==> src/rtl/obi_mem_pkg.sv <==
// Shared types and constants for the two-port OBI memory front-end.
package obi_mem_pkg;

   localparam int unsigned ADDR_W = 32;
   localparam int unsigned DATA_W = 32;
   localparam int unsigned BE_W   = 4;

   localparam logic [BE_W-1:0]   IDLE_BE       = 4'b1111;
   localparam logic [DATA_W-1:0] ERR_RDATA_DEF = 32'hDEADBEEF;

   typedef struct packed {
      logic              req;
      logic              we;
      logic [BE_W-1:0]   be;
      logic [ADDR_W-1:0] addr;
      logic [DATA_W-1:0] wdata;
   } obi_req_t;

   typedef struct packed {
      logic              gnt;
      logic              rvalid;
      logic [DATA_W-1:0] rdata;
      logic              err;
   } obi_rsp_t;

   // True when every address bit above the word-count range is zero.
   function automatic logic addr_in_range(input logic [ADDR_W-1:0] addr,
                                          input int unsigned mem_width);
      return (addr >> (mem_width + 2)) == '0;
   endfunction

endpackage

==> src/rtl/obi_mem_arb2_if.sv <==
// OBI address/response channel between one manager and the memory front-end.
interface obi_mem_if;
   import obi_mem_pkg::*;

   logic              req;
   logic              gnt;
   logic [ADDR_W-1:0] addr;
   logic              we;
   logic [BE_W-1:0]   be;
   logic [DATA_W-1:0] wdata;
   logic              rvalid;
   logic [DATA_W-1:0] rdata;
   logic              err;

   modport master (output req, addr, we, be, wdata,
                   input  gnt, rvalid, rdata, err);

   modport slave  (input  req, addr, we, be, wdata,
                   output gnt, rvalid, rdata, err);

endinterface

==> src/rtl/obi_mem_arb2_rr_arb2.sv <==
// Two-requester round-robin arbiter; prio names the port that wins a tie.
module rr_arb2 (
   input  logic       clk,
   input  logic       reset,
   input  logic [1:0] req,
   input  logic       accept,
   output logic [1:0] gnt,
   output logic       idx
);

   logic prio;

   // Pick the winner: a lone requester, or prio on a tie.
   always_comb begin
      idx = 1'b0;
      gnt = 2'b00;
      if (req == 2'b11) idx = prio;
      else              idx = req[1];
      if (req[idx]) gnt[idx] = 1'b1;
   end

   // Hand the next tie to the port that was not just served.
   always_ff @(posedge clk or posedge reset) begin
      if (reset)       prio <= 1'b0;
      else if (accept) prio <= ~idx;
   end

endmodule

==> src/rtl/obi_mem_arb2.sv <==
// Shares one single-port word memory between two OBI managers
// (m0 = instruction fetch, m1 = load/store) with a 1-cycle response.
module obi_mem_arb2
   import obi_mem_pkg::*;
#(
   parameter int unsigned       MEM_WIDTH = 6,
   parameter logic [DATA_W-1:0] ERR_RDATA = ERR_RDATA_DEF
) (
   input  logic              clk,
   input  logic              reset,
   obi_mem_if.slave          m0,
   obi_mem_if.slave          m1,
   output logic              mem_we,
   output logic [BE_W-1:0]   mem_be,
   output logic [ADDR_W-1:0] mem_a,
   output logic [DATA_W-1:0] mem_wd,
   input  logic [DATA_W-1:0] mem_rd,
   input  logic              mem_err
);

   obi_req_t          req_p [2];
   obi_req_t          sel;
   logic [1:0]        gnt;
   logic              idx;
   logic              accept;
   logic              in_range;
   logic              rsp_err;
   logic [DATA_W-1:0] rsp_rdata;

   logic [1:0]        rvalid_q;
   logic [1:0]        err_q;
   logic [DATA_W-1:0] rdata_q [2];

   // Gather both managers' address phases into request structs.
   always_comb begin
      req_p[0].req   = m0.req;
      req_p[0].we    = m0.we;
      req_p[0].be    = m0.be;
      req_p[0].addr  = m0.addr;
      req_p[0].wdata = m0.wdata;
      req_p[1].req   = m1.req;
      req_p[1].we    = m1.we;
      req_p[1].be    = m1.be;
      req_p[1].addr  = m1.addr;
      req_p[1].wdata = m1.wdata;
   end

   rr_arb2 u_arb (
      .clk    (clk),
      .reset  (reset),
      .req    ({req_p[1].req, req_p[0].req}),
      .accept (accept),
      .gnt    (gnt),
      .idx    (idx)
   );

   // Select the granted request and derive the response it will produce.
   always_comb begin
      sel       = req_p[idx];
      accept    = sel.req & gnt[idx];
      in_range  = addr_in_range(sel.addr, MEM_WIDTH);
      rsp_err   = mem_err | ~in_range;
      rsp_rdata = rsp_err ? ERR_RDATA : mem_rd;
   end

   // Route the granted port to the memory; park on a benign pattern when idle.
   always_comb begin
      mem_we = 1'b0;
      mem_be = IDLE_BE;
      mem_a  = '0;
      mem_wd = '0;
      if (accept) begin
         mem_we = sel.we & in_range;
         mem_be = sel.be;
         mem_a  = sel.addr;
         mem_wd = sel.wdata;
      end
   end

   // Response registers: one-cycle rvalid pulse; data and error hold between pulses.
   always_ff @(posedge clk or posedge reset) begin
      if (reset) begin
         rvalid_q <= 2'b00;
         err_q    <= 2'b00;
         for (int p = 0; p < 2; p++) rdata_q[p] <= '0;
      end else begin
         rvalid_q <= 2'b00;
         if (accept) begin
            rvalid_q[idx] <= 1'b1;
            err_q[idx]    <= rsp_err;
            rdata_q[idx]  <= rsp_rdata;
         end
      end
   end

   // Drive the manager-facing response signals.
   always_comb begin
      m0.gnt    = gnt[0];
      m0.rvalid = rvalid_q[0];
      m0.rdata  = rdata_q[0];
      m0.err    = err_q[0];
      m1.gnt    = gnt[1];
      m1.rvalid = rvalid_q[1];
      m1.rdata  = rdata_q[1];
      m1.err    = err_q[1];
   end

endmodule

==> src/flat_wrapper.sv <==
// flat-port wrapper written by rule: the top's interface ports become plain ports
module obi_mem_arb2_flat import obi_mem_pkg::*;
#(
   parameter int unsigned       MEM_WIDTH = 6,
   parameter logic [DATA_W-1:0] ERR_RDATA = ERR_RDATA_DEF
)
  (clk, reset, mem_we, mem_be, mem_a, mem_wd, mem_rd, mem_err, m0_req, m0_addr, m0_we, m0_be, m0_wdata, m0_gnt, m0_rvalid, m0_rdata, m0_err, m1_req, m1_addr, m1_we, m1_be, m1_wdata, m1_gnt, m1_rvalid, m1_rdata, m1_err);
  obi_mem_if m0_i ();
  obi_mem_if m1_i ();
  input  logic clk;
  input  logic reset;
  output logic mem_we;
  output logic [BE_W-1:0] mem_be;
  output logic [ADDR_W-1:0] mem_a;
  output logic [DATA_W-1:0] mem_wd;
  input  logic [DATA_W-1:0] mem_rd;
  input  logic mem_err;
  input wire logic [$bits(m0_i.req)-1:0] m0_req;
  input wire logic [$bits(m0_i.addr)-1:0] m0_addr;
  input wire logic [$bits(m0_i.we)-1:0] m0_we;
  input wire logic [$bits(m0_i.be)-1:0] m0_be;
  input wire logic [$bits(m0_i.wdata)-1:0] m0_wdata;
  output wire logic [$bits(m0_i.gnt)-1:0] m0_gnt;
  output wire logic [$bits(m0_i.rvalid)-1:0] m0_rvalid;
  output wire logic [$bits(m0_i.rdata)-1:0] m0_rdata;
  output wire logic [$bits(m0_i.err)-1:0] m0_err;
  input wire logic [$bits(m1_i.req)-1:0] m1_req;
  input wire logic [$bits(m1_i.addr)-1:0] m1_addr;
  input wire logic [$bits(m1_i.we)-1:0] m1_we;
  input wire logic [$bits(m1_i.be)-1:0] m1_be;
  input wire logic [$bits(m1_i.wdata)-1:0] m1_wdata;
  output wire logic [$bits(m1_i.gnt)-1:0] m1_gnt;
  output wire logic [$bits(m1_i.rvalid)-1:0] m1_rvalid;
  output wire logic [$bits(m1_i.rdata)-1:0] m1_rdata;
  output wire logic [$bits(m1_i.err)-1:0] m1_err;
  assign m0_i.req = m0_req;
  assign m0_i.addr = m0_addr;
  assign m0_i.we = m0_we;
  assign m0_i.be = m0_be;
  assign m0_i.wdata = m0_wdata;
  assign m0_gnt = m0_i.gnt;
  assign m0_rvalid = m0_i.rvalid;
  assign m0_rdata = m0_i.rdata;
  assign m0_err = m0_i.err;
  assign m1_i.req = m1_req;
  assign m1_i.addr = m1_addr;
  assign m1_i.we = m1_we;
  assign m1_i.be = m1_be;
  assign m1_i.wdata = m1_wdata;
  assign m1_gnt = m1_i.gnt;
  assign m1_rvalid = m1_i.rvalid;
  assign m1_rdata = m1_i.rdata;
  assign m1_err = m1_i.err;
  obi_mem_arb2 #(.MEM_WIDTH(MEM_WIDTH), .ERR_RDATA(ERR_RDATA)) u_core (.clk(clk), .reset(reset), .m0(m0_i), .m1(m1_i), .mem_we(mem_we), .mem_be(mem_be), .mem_a(mem_a), .mem_wd(mem_wd), .mem_rd(mem_rd), .mem_err(mem_err));
endmodule
==> config.mk <==
export PLATFORM = sky130hd
export DESIGN_NAME = obi_mem_arb2_flat
export DESIGN_NICKNAME = d
export VERILOG_FILES = /design/src/rtl/obi_mem_pkg.sv /design/src/rtl/obi_mem_arb2_if.sv /design/src/rtl/obi_mem_arb2_rr_arb2.sv /design/src/rtl/obi_mem_arb2.sv /design/src/flat_wrapper.sv
export SDC_FILE = /design/constraint.sdc
export NUM_CORES = 1
export LEC_CHECK = 0
export ABC_AREA = 1
export CAP_MARGIN = 20
export CORE_AREA = 4 4 119 121
export DETAILED_ROUTE_END_ITERATION = 7
export DIE_AREA = 0 0 123 125
export HOLD_SLACK_MARGIN = 0.15
export PLACE_DENSITY = 0.86
export SLEW_MARGIN = 0
export SYNTH_ARGS = -nofsm -noshare
export SYNTH_HDL_FRONTEND = slang
export SYNTH_SLANG_ARGS = --single-unit
==> constraint.sdc <==
create_clock -name clk -period 4.6 [get_ports clk]
set_input_delay 0.46 -clock clk [delete_from_list [all_inputs] [get_ports clk]]
set_output_delay 0.46 -clock clk [all_outputs]
set_load 0.03 [all_outputs]
Word level (Yosys, flattened, before mapping)
Index checks and enable logic that the tools add are counted.

$lt $le $gt $ge: 4. Eq/ne operators: 1. Muxes and demuxes: 21. Bitwise gates (word level): 6. Reduce and logical (&&, ||, !) cells: 3.

Operators with widths (number): 70-bit 2-to-1 mux (3); 32-bit 2-to-1 mux (4); 64-bit bitwise mux (1); 32-bit demux with 1-bit select (1); 32-bit logical NOT (1); 1-bit 2-to-1 mux (7); 2-bit 2-to-1 mux (2); 4-bit 2-to-1 mux (1); 1-bit AND (2); 2-bit bitwise mux (1); 2-bit equality test, second input constant (1); 2-bit >= comparator, second input constant (1); 1-bit logical AND (2); 1-bit by 2-bit less-than comparator with 1-bit output, second input constant (1); 2-bit by 1-bit less-than comparator with 1-bit output, second input constant (1); 1-bit NOT (2); 1-bit NOT with 2-bit output (1); 1-bit demux with 1-bit select (1); 1-bit >= comparator, second input constant (1); 1-bit bitwise OR (1).

Flip-flop bits (word level): 69. Input port bits: 175. Output and inout bits: 139. Word-level logic and storage cells: 40.

Depth between registers and ports, before layout
Word-level depth: 11. Depth in mapped cells: 14. Gate-level depth less buffers: 14.

Hierarchy
From an unflattened synthesis, not the netlist that was laid out.

Cell total of the unflattened synthesis: 598. Area, all modules: 4169.0 um2.

By module, submodules not included: obi_mem_arb2 (instances 1, cells an instance 586, area an instance 4095.2 um2, seq. area each 1701.6 um2); rr_arb2 (instances 1, cells an instance 12, area an instance 73.8 um2, seq. area each 25.0 um2).

Least setup slack after synthesis
OpenSTA, ideal clock, no wires.

Path type: input -> output. Start: input port m1_req. End: output port mem_we. Arrival time: 2.055 ns. Required time: 4.140 ns. Path slack: 2.085 ns. Stages: 7. Buffers on the path: 3. Cells stage by stage: buf_4 buf_2 nor2_2 nor2_1 buf_2 a22oi_1 nor3_1.

Longest elaborated chain between the ends: 11. Elaborated cells on any way between the ends: 20. Those cells by class: order compare: 2; eq/ne: 1; mux: 12; bitwise: 3; reduce/logical: 2.

RTL lines: start, declared (RTL line flat_wrapper.sv:27) `input wire logic [$bits(m1_i.req)-1:0] m1_req;`; 2-bit equality test (RTL line obi_mem_arb2_rr_arb2.sv:17) `if (req == 2'b11) idx = prio;`; 1-bit 2-to-1 mux (RTL line obi_mem_arb2_rr_arb2.sv:17); 1-bit by 2-bit less-than comparator with 1-bit output (not written as such) / 1-bit >= comparator (equally long branches) (RTL line obi_mem_arb2_rr_arb2.sv:19) `if (req[idx]) gnt[idx] = 1'b1;`; 1-bit logical AND (not written as such) (RTL line obi_mem_arb2_rr_arb2.sv:19); 1-bit 2-to-1 mux (not written as such) (RTL line obi_mem_arb2_rr_arb2.sv:19); 1-bit demux with 1-bit select; 2-bit 2-to-1 mux (RTL line obi_mem_arb2_rr_arb2.sv:19); 1-bit 2-to-1 mux (not written as such) (2 in series) (RTL line obi_mem_arb2.sv:60) `accept = sel.req & gnt[idx];`; 1-bit AND (RTL line obi_mem_arb2.sv:60); 1-bit 2-to-1 mux * (RTL line obi_mem_arb2.sv:72) `if (accept) begin`; end, declared (RTL line flat_wrapper.sv:12) `output logic mem_we;`.

Mark *: on every way between the ends. The rest lies on a longest branch, timed or not. The select of a mux whose other input is x is not followed.

Worst setup path after layout
Start: input port m0_req. End: output port mem_wd[13].

Longest elaborated chain between the ends: 11. Elaborated cells on any way between the ends: 18. Those cells by class: order compare: 2; eq/ne: 1; mux: 12; bitwise: 2; reduce/logical: 1.

RTL lines: start, declared (RTL line flat_wrapper.sv:18) `input wire logic [$bits(m0_i.req)-1:0] m0_req;`; 2-bit equality test (RTL line obi_mem_arb2_rr_arb2.sv:17); 1-bit 2-to-1 mux (RTL line obi_mem_arb2_rr_arb2.sv:17); 1-bit by 2-bit less-than comparator with 1-bit output (not written as such) / 1-bit >= comparator (equally long branches) (RTL line obi_mem_arb2_rr_arb2.sv:19); 1-bit logical AND (not written as such) (RTL line obi_mem_arb2_rr_arb2.sv:19); 1-bit 2-to-1 mux (not written as such) (RTL line obi_mem_arb2_rr_arb2.sv:19); 1-bit demux with 1-bit select; 2-bit 2-to-1 mux (RTL line obi_mem_arb2_rr_arb2.sv:19); 1-bit 2-to-1 mux (not written as such) (2 in series) (RTL line obi_mem_arb2.sv:60); 1-bit AND (RTL line obi_mem_arb2.sv:60); 32-bit 2-to-1 mux * (RTL line obi_mem_arb2.sv:72); end, declared (RTL line flat_wrapper.sv:15) `output logic [DATA_W-1:0] mem_wd;`.

Marks and branches as above.

==> flow_summary.json <==
{
  "status": "complete, no violations",
  "syn_inst": 589,
  "antenna_found_initial": 0,
  "antenna_cells": 0,
  "cts_setup_buffers": 0,
  "hold_path.class": "flop to flop",
  "slew_violations": 0,
  "num_rows": 42,
  "cts.clk_slew.worst_paths_ps": 50,
  "fin_crit_sh_pct": 85.0,
  "holdWs_ps": 475,
  "postCtsHoldBufs": 0,
  "final-setup-viol-count": 0,
  "wirelength_um": 18300,
  "ys_top_cells_by_count": "nand2_1 (263), dfrtp_1 (69), inv_1 (48)",
  "holdPathStages": 2,
  "clk_path_buf_depth": 2,
  "dieArea_um2": 15400,
  "cts-htree-levels": 3,
  "max_freq_mhz": 256,
  "clkLatencyLatePin_ps": 330,
  "drtIter0Drc": 342,
  "r2r_end": "u_core.m1.rdata[11]",
  "synth_top_area_share_pct": 39.8,
  "place_worst_setup_slack_ps": 701,
  "tns_ps": 0,
  "power_density_nw_per_um2": 297,
  "ctsRootBufferMaster": "clkbuf_16",
  "syn2layout_area_growth_pct": 80.6,
  "maxCapViolCount": 0,
  "hp-start": "u_core.m1.rdata[17]",
  "grt_max_degree": 85,
  "final_antenna_net_count": 0,
  "dp.cells": 1045,
  "reg2reg_depth": 11,
  "p_seq_share_pct": 30.4,
  "cts_sinks": 69,
  "max_slew_margin_pct": 42.6,
  "p_sw_mw": 0.839,
  "avgSynthCellArea_um2": 7.36,
  "min_to": "u_core.m1.rdata[17]",
  "synth_top_family_by_area": "simple AND/OR/NAND/NOR gates",
  "syn_nets": 764,
  "synthTopCellsByArea": "dfrtp_1 (40%), nand2_1 (23%), a22o_1 (8.1%)",
  "stdcell_count": 1058,
  "synth.area.mux_share_pct": 0,
  "grt_pass1_vias": 4977,
  "grt_overflow": 0,
  "async_flop_share_pct": 100,
  "dpl_cell_area_um2": 7570,
  "max_slew.worst_pin.slew_ps": 859,
  "comb_power_share_pct": 43.4,
  "rsz0062_at_grt": "no",
  "yosys.area_share.simple_pct": 40.5,
  "yosysMostFrequentCell": "nand2_1",
  "synthesis.area_um2": 4340,
  "crit_arrival_ps": 3450,
  "layout-drive-gt1-share_pct": 8.28,
  "initial_core_util_pct": 33.1,
  "die_h_um": 125,
  "cts_tree": "yes",
  "fin_area_um2": 7830,
  "finalPower_mw": 2.33,
  "peakVddDrop_mv": 0.149,
  "remaining_drc_errors": 0,
  "pwr-share-clk_pct": 26.2,
  "critPathRequiredTime_ps": 4140,
  "setup_slack_ps": 688,
  "ios": 314,
  "yosys.area_share.adder_pct": 0,
  "clock_skew_ps": 5.84,
  "synth_xor_area_share_pct": 0,
  "vias": 5105,
  "final_core_util_pct": 59.8,
  "grt_usage_pct": 23.2,
  "wl_per_cell_um": 17.3,
  "synth_seq_cells": 69,
  "port_buffers": 313,
  "core-area_um2": 13100,
  "synth_top_area_cell": "dfrtp_1",
  "vias_per_cell": 4.83,
  "die_w_um": 123,
  "nFillCells": 1121,
  "worst_setup_path_end_kind": "output port",
  "multi_input_area_um2": 2180,
  "total_leakage_power_nw": 3.77,
  "fin_crit_ps": 3910,
  "ff2ff_setup_slack_ps": 1680,
  "synth_cell_type_count": 26,
  "hpwl_um": 14300,
  "first_pass_iters": 5,
  "p_int_mw": 1.49,
  "synth_edf_count": 0,
  "cts_resized": 0,
  "synthFlopType": "dfrtp_1",
  "yosys_warnings": 0,
  "setup.worst_path.class": "input pin to output port",
  "hold_violations": 0,
  "switching_share_pct": 36.1,
  "cts_buffers": 9,
  "seq_area_um2": 1730,
  "synth_compound_area_share_pct": 9.61,
  "critPathLaunchType": "input pin",
  "grt_pass1_wl_um": 27600,
  "r2r-start": "u_core.u_arb.prio",
  "crit_path_max_fanout": 72,
  "gp_congestion": 0.920,
  "fin_nets": 1055,
  "yosysSeqAreaShare_pct": 39.8
}
-- kinds of logic after synthesis --
logic type | Yosys count
DFF | 69
and+or+nand+nor | 376
AOI/OAI and AO/OA | 52
buffers and inverters | 92
-- worst max-delay path by stage --
stage | startpoint | to | slack [ps]
after floorplan | m1_req | mem_we | 2090
after global placement | m0_req | mem_wd[13] | 820
after detailed placement | m0_req | mem_wd[7] | 700
after CTS | m0_req | mem_wd[13] | 700
after global routing | m0_req | mem_wd[13] | 540
final | m0_req | mem_wd[13] | 690
-- power groups by stage --
stage / combinational, mW / sequential (mW) / clock (mW)
after global placement: 0.998 / 0.715 / 0
final: 1.01 / 0.708 / 0.609
after CTS: 1.02 / 0.708 / 0.623
after detailed placement: 1.01 / 0.717 / 0
after floorplan: 0.397 / 0.839 / 0
after global routing: 1.07 / 0.715 / 0.652
-- sequential cells by signal, indices dropped and copies added, names as in the netlist --
register and count:
u_core.err_q 2, u_core.m0.rdata 32, u_core.m1.rdata 32, u_core.u_arb.prio 1, u_core.rvalid_q 2
-- cell type report --
class / instances / share of cell area (%)
tap: 176 / 2.81
clock buffer: 11 / 3.10
timing repair buffer: 323 / 41.7
clock inverter: 2 / 0.160
multi-input combinational: 428 / 27.9
sequential: 69 / 22.1
inverter: 49 / 2.35
-- cells in the final DEF, fill, tap and decap left out, types with 9 or more instances in the layout --
cell,synthesis,layout
nor2_1,33,32
inv_1,48,46
clkdlybuf4s50_1,0,297
nand4_1,20,20
clkbuf_16,0,9
nand2_1,263,263
a22o_1,40,40
dfrtp_1,69,69
nand3_1,17,17
nand3b_1,11,11
buf_4,3,19
nand4_2,20,20
-- routing by layer --
metal	global-route usage [%]	routed length, um
met1	27.7	6980
met3	6.50	1590
met5	0	0
met4	10.1	747
met2	38.9	9030
-- critical path, cell delays in order --
cell and delay, ps:
clkdlybuf4s50_1 560, nand2_4 220, nand2_8 400, inv_2 130, nor2_4 670, a22o_1 230
clkdlybuf4s50_1 700
Note: power is estimated with default switching activity, not from simulation.
